`src/rtl/prog_load_ctrl.sv`:
```
`default_nettype none
// ============================================================================
// Module      : prog_load_ctrl
// Description : Boot and run sequencer for the CPU's unified memory write
//               port. Streams a program image into consecutive addresses,
//               holds the CPU in reset while loading, then flushes, releases
//               and runs the CPU for a cycle budget or until halted.
// Revision    : 1.0 - initial release
// ============================================================================
module prog_load_ctrl #(
    parameter int ADRS_W       = 11,
    parameter int DATA_W       = 32,
    parameter int BASE_ADRS    = 1,
    parameter int MAX_ADRS     = 2047,
    parameter int FLUSH_CYCLES = 4
) (
    input  logic              clk,
    input  logic              reset,
    input  logic              ld_valid,
    output logic              ld_ready,
    input  logic [DATA_W-1:0] ld_data,
    input  logic              ld_last,
    input  logic              run_req,
    input  logic [15:0]       run_cycles,
    input  logic              halt_req,
    output logic              mem_w_enable,
    output logic [ADRS_W-1:0] mem_w_adrs,
    output logic [DATA_W-1:0] mem_w_data,
    output logic              cpu_en,
    output logic              cpu_rst_n,
    output logic              busy,
    output logic              run_done,
    output logic [ADRS_W:0]   load_count,
    output logic              ovf_err
);

    // Index arithmetic is carried one bit wider than load_count so that
    // BASE_ADRS + load_count can never wrap before the range compare.
    localparam int IDX_W = ADRS_W + 2;
    localparam int FC_W  = $clog2(FLUSH_CYCLES + 1);

    localparam logic [FC_W-1:0]  c_flush_last = FC_W'(FLUSH_CYCLES - 1);
    localparam logic [IDX_W-1:0] c_base       = IDX_W'(BASE_ADRS);
    localparam logic [IDX_W-1:0] c_max        = IDX_W'(MAX_ADRS);
    localparam logic [ADRS_W:0]  c_one        = (ADRS_W + 1)'(1);

    typedef enum logic [2:0] {
        S_IDLE  = 3'd0,
        S_LOAD  = 3'd1,
        S_FLUSH = 3'd2,
        S_RUN   = 3'd3,
        S_HALT  = 3'd4
    } state_t;

    state_t            r_state;
    logic [FC_W-1:0]   r_flush_cnt;
    logic [15:0]       r_run_len;
    logic [15:0]       r_run_cnt;

    logic              w_xfer;
    logic [ADRS_W:0]   w_idx;
    logic [IDX_W-1:0]  w_wr_adrs;
    logic              w_in_range;
    logic              w_run_end;

    // Beat handshake, write slot (a new image starts at index 0) and run end.
    always_comb begin
        w_xfer     = ld_valid && ld_ready;
        w_idx      = (r_state == S_IDLE) ? '0 : load_count;
        w_wr_adrs  = c_base + {1'b0, w_idx};
        w_in_range = (w_wr_adrs <= c_max);
        w_run_end  = halt_req ||
                     ((r_run_len != 16'd0) && (r_run_cnt == (r_run_len - 16'd1)));
    end

    // Sequencer FSM with all outputs registered.
    always_ff @(posedge clk) begin
        if (reset) begin
            r_state      <= S_IDLE;
            r_flush_cnt  <= '0;
            r_run_len    <= '0;
            r_run_cnt    <= '0;
            ld_ready     <= 1'b0;
            mem_w_enable <= 1'b0;
            mem_w_adrs   <= ADRS_W'(BASE_ADRS);
            mem_w_data   <= '0;
            cpu_en       <= 1'b0;
            cpu_rst_n    <= 1'b0;
            busy         <= 1'b0;
            run_done     <= 1'b0;
            load_count   <= '0;
            ovf_err      <= 1'b0;
        end else begin
            mem_w_enable <= 1'b0;
            run_done     <= 1'b0;

            // Accepted beats are written one cycle later; out-of-range beats
            // are drained without a write and flag the overflow.
            if (w_xfer) begin
                if (w_in_range) begin
                    mem_w_enable <= 1'b1;
                    mem_w_adrs   <= w_wr_adrs[ADRS_W-1:0];
                    mem_w_data   <= ld_data;
                    load_count   <= w_idx + c_one;
                    if (r_state == S_IDLE) begin
                        ovf_err <= 1'b0;
                    end
                end else begin
                    load_count <= w_idx;
                    ovf_err    <= 1'b1;
                end
            end

            case (r_state)
                S_IDLE: begin
                    ld_ready <= 1'b1;
                    if (w_xfer) begin
                        cpu_rst_n <= 1'b0;
                        cpu_en    <= 1'b0;
                        if (ld_last) begin
                            r_state <= S_IDLE;
                            busy    <= 1'b0;
                        end else begin
                            r_state <= S_LOAD;
                            busy    <= 1'b1;
                        end
                    end else if (run_req) begin
                        r_state     <= S_FLUSH;
                        r_flush_cnt <= '0;
                        r_run_len   <= run_cycles;
                        cpu_rst_n   <= 1'b0;
                        cpu_en      <= 1'b0;
                        busy        <= 1'b1;
                        ld_ready    <= 1'b0;
                    end
                end
                S_LOAD: begin
                    if (w_xfer && ld_last) begin
                        r_state <= S_IDLE;
                        busy    <= 1'b0;
                    end
                end
                S_FLUSH: begin
                    if (r_flush_cnt == c_flush_last) begin
                        r_state   <= S_RUN;
                        r_run_cnt <= '0;
                        cpu_rst_n <= 1'b1;
                        cpu_en    <= 1'b1;
                    end else begin
                        r_flush_cnt <= r_flush_cnt + FC_W'(1);
                    end
                end
                S_RUN: begin
                    if (w_run_end) begin
                        r_state <= S_HALT;
                        cpu_en  <= 1'b0;
                    end else begin
                        // Free-running in unbounded mode; a wrap is harmless.
                        r_run_cnt <= r_run_cnt + 16'd1;
                    end
                end
                S_HALT: begin
                    r_state  <= S_IDLE;
                    run_done <= 1'b1;
                    busy     <= 1'b0;
                    ld_ready <= 1'b1;
                end
                default: begin
                    r_state  <= S_IDLE;
                    busy     <= 1'b0;
                    ld_ready <= 1'b0;
                    cpu_en   <= 1'b0;
                end
            endcase
        end
    end

endmodule
`default_nettype wire

```
`config.mk`:
```
export PLATFORM = sky130hd
export DESIGN_NAME = prog_load_ctrl
export DESIGN_NICKNAME = d
export VERILOG_FILES = /design/src/rtl/prog_load_ctrl.sv
export SDC_FILE = /design/constraint.sdc
export NUM_CORES = 1
export LEC_CHECK = 0
export BUFFER_PORTS_ARGS = -buffer_cell sky130_fd_sc_hd__buf_4
export CAP_MARGIN = 5
export CORE_MARGIN = 2
export CORE_UTILIZATION = 33
export CTS_BUF_LIST = sky130_fd_sc_hd__clkbuf_8
export DETAILED_ROUTE_END_ITERATION = 10
export PLACE_DENSITY_LB_ADDON = 0.2
export SKIP_CTS_REPAIR_TIMING = 1
export SYNTH_ARGS = -nofsm -noshare
export SYNTH_HDL_FRONTEND = slang
export SYNTH_SLANG_ARGS = --single-unit
```
`constraint.sdc`:
```
create_clock -name clk -period 4 [get_ports clk]
set_clock_uncertainty 0.05 [all_clocks]
set_input_delay 0.2 -clock clk [delete_from_list [all_inputs] [get_ports clk]]
set_output_delay 0.2 -clock clk [all_outputs]
set_load 0.05 [all_outputs]
```
==> metrics <==
critical path's largest stage delay 600 ps; Synth Cell Area 0.00475 mm2; Iteration-0 DRC Markers 258; fin crit period 3640 ps; CTS H-Tree Depth 3; Post-Syn Nets 665; Yosys Warn Count 0; largest family of logic cells by synthesized area simple AND/OR/NAND/NOR gates; most frequent cell after synthesis nand2_1; routed vias/inst 5.10; Reg clk slew, reported paths 100 ps; crit path max fanout 38; Max-Slew Margin vs Limit 43.4%; Diodes inserted 0; vias in the first global route 4299; outcome finished clean; Die Span Y 124 um; P_leak 2.34 nW; total CTS buffers 9; Worst Setup Start Kind flip-flop; All-Layer GR Usage 17.0%; slew at the pin closest to its max-slew limit 850 ps; critical path class reg2reg; Routed Antenna Nets 0; Horiz. Die Dim 124 um; final setup vio count 0; synth top area cells dfxtp_1 42%, nand2_1 12%, a21oi_1 8.1%; Syn Inst Count 605; Max Clk Rate 0.275 GHz; Setup Total Neg Slack 0 ps; count of cell types in the netlist 53; clock buffer depth 2; Root Buffer Master clkbuf_8; Max Transition Viols Final 0; max_cap viols 0; Post-synth EDFFs 0; CP dominant cell by count nand2_1; Multi-input gate area 0.00256 mm2; compound-gate portion of the synthesized area 16.5%; DR pass1 iterations 4; CTS tree done; final net count 763; initial antenna violation count 0; RSZ-0062 raised after global routing false; Routability Congestion 0.912; global route overflow 0; pre-CTS WS 416 ps; clock sinks 100; required time of the critical path 4250 ps; Remaining DRCs 0; crit-path cells nor2_1, nand2_1, nand2_1, inv_1, ha_1, nand4_1, or3_1, xor2_1, nor4_1, a41o_1, or2_2, buf_4, nand2_1, a21oi_1; P&R area growth vs syn 26.0%; Final Hold Fails 0; Filler cells 1451; syn_area_per_cell 7.85 um2; Wirelength per Cell 14.3 um; pin count of the biggest net entering global routing 80; dpl hpwl 9120 um; via count 4525; Synth Area in Adders 1.58%; # rows 43; Yosys top cell by area dfxtp_1; period utilisation layout 91.0%; top_reg_cell synth dfxtp_1; XOR/XNOR Fraction of Synth Area 5.16%; Critical-path top delay cell dfxtp_1; Worst Hold Class in2reg; share of the synthesized area in the top cell type 42.1%; effective utilization at floorplan 34.0%; mux cell area share after synthesis 1.74%; layout cell share with drive strength beyond 1 20.8%; full die area 0.0154 mm2; Ports 116; number of buffers added on ports 115; register area share after synthesis 42.1%; Setup WS post-layout 358 ps; FF+latch area 0.00200 mm2; first-pass GRT wire length 20800 um; Power per Cell Area 509 mW/mm2; worst skew pair latency 380 ps; peak supply drop 0.222 mV; CP arrival 3890 ps; Post-Synth Simple-Gate Area 28.8%; Routed Wire Length 12700 um; Std-Cell Core Area 0.0140 mm2; CP Capture Type flip-flop; worst hold slack 6.60 ps; Synth top cells by count 148 x nand2_1, 100 x dfxtp_1, 77 x a21oi_1; post-synthesis register bit count 100; Post-synth ARST share 0%
[final timing paths]
path	start	slack, ps	endpoint	cells past startpoint
max	r_state[0]$_SDFFE_PP0P_	360	mem_w_data[9]$_SDFFE_PP0P_	14
min	ld_data[0]	7	mem_w_data[0]$_SDFFE_PP0P_	3
max reg2reg	r_state[0]$_SDFFE_PP0P_	360	mem_w_data[9]$_SDFFE_PP0P_	14
min reg2reg	mem_w_data[7]$_SDFFE_PP0P_	410	mem_w_data[7]$_SDFFE_PP0P_	2
[logic make-up after synthesis]
logic type	count (synthesis)
simple gates	281
compound gates	134
flops	100
buf+inv	48
xor+xnor	28
mux	8
fa+ha+maj	6
[layer usage]
metal	wire length (um)	track usage (%)	part of all wire, %
met5	0	0	0
met4	175	6.46	1.4
met3	996	5.54	7.8
met2	5710	26.0	45
met1	5850	22.3	46
[report_power, final]
group | internal [W] | switching, W | total, W | leakage (nW)
Combinational | 0.000418 | 0.000744 | 0.00116 | 1.43
Sequential | 0.00110 | 0.000119 | 0.00122 | 0.812
Clock | 0.000293 | 0.000370 | 0.000663 | 0.0976
Total | 0.00181 | 0.00123 | 0.00304 | 2.34
[state kept, by name, summed over array words and instances, names as in the netlist]
register,cells
ld_ready,1
mem_w_data,32
r_state,3
r_run_cnt,16
r_flush_cnt,3
cpu_rst_n,1
run_done,1
load_count,12
cpu_en,1
mem_w_adrs,11
mem_w_enable,1
busy,1
r_run_len,16
ovf_err,1
[cell usage in the layout (no fill, tap or decap), types with 2 or more instances in the layout]
master and count:
xor2_1 11, or4_1 13, mux2_2 2, o211ai_1 7, a32o_1 3, nand2_1 148
xnor2_1 17, nand4_1 6, and4_1 3, nor2b_1 9, ha_1 6, nor4b_1 3
o21a_1 2, inv_6 2, o31ai_1 7, inv_1 12, or2_2 2, nand3b_1 3
and3_1 7, a21oi_1 77, a31oi_1 6, buf_4 118, mux2i_1 6, and3b_1 2
dlygate4sd3_1 5, o21ai_0 15, nor4_1 6, clkinvlp_4 2, nor2_1 34, a31o_2 2
nor3_1 12, clkbuf_8 9, or3_1 5, nand3_1 18, a211oi_1 6, o41ai_1 2
dfxtp_1 100
[worst max-delay path, delay by kind of cell, from the launching register on]
kind                       cells  cell delay (ps)
buffers and inverters          2              450
adders and majority gates      1              330
xor gates and xnor gates       1              170
and+or+nand+nor                8             1490
DFF                            1              600
AOI/OAI and AO/OA              2              480
[stage by stage]
step           cell area, um2  total power, W  utilization (%)  instances
2_1_floorplan            4750         0.00208                -        605
3_3_place_gp             5740         0.00238             41.0        867
3_5_place_dp             5740         0.00241             41.0        867
4_1_cts                  5930         0.00307             42.4        883
5_1_grt                  5980         0.00324             42.8        888
6_report                 5980         0.00304             42.8        888
[layout make-up]
type	count	share of cell area [%]
Clock inverter	7	1.25
Tap cell	180	3.76
Multi-Input combinational cell	457	42.8
Inverter	11	0.690
Clock buffer	9	2.07
Sequential cell	100	33.5
Timing Repair Buffer	124	16.0
Power figures use the tool's default switching activity.
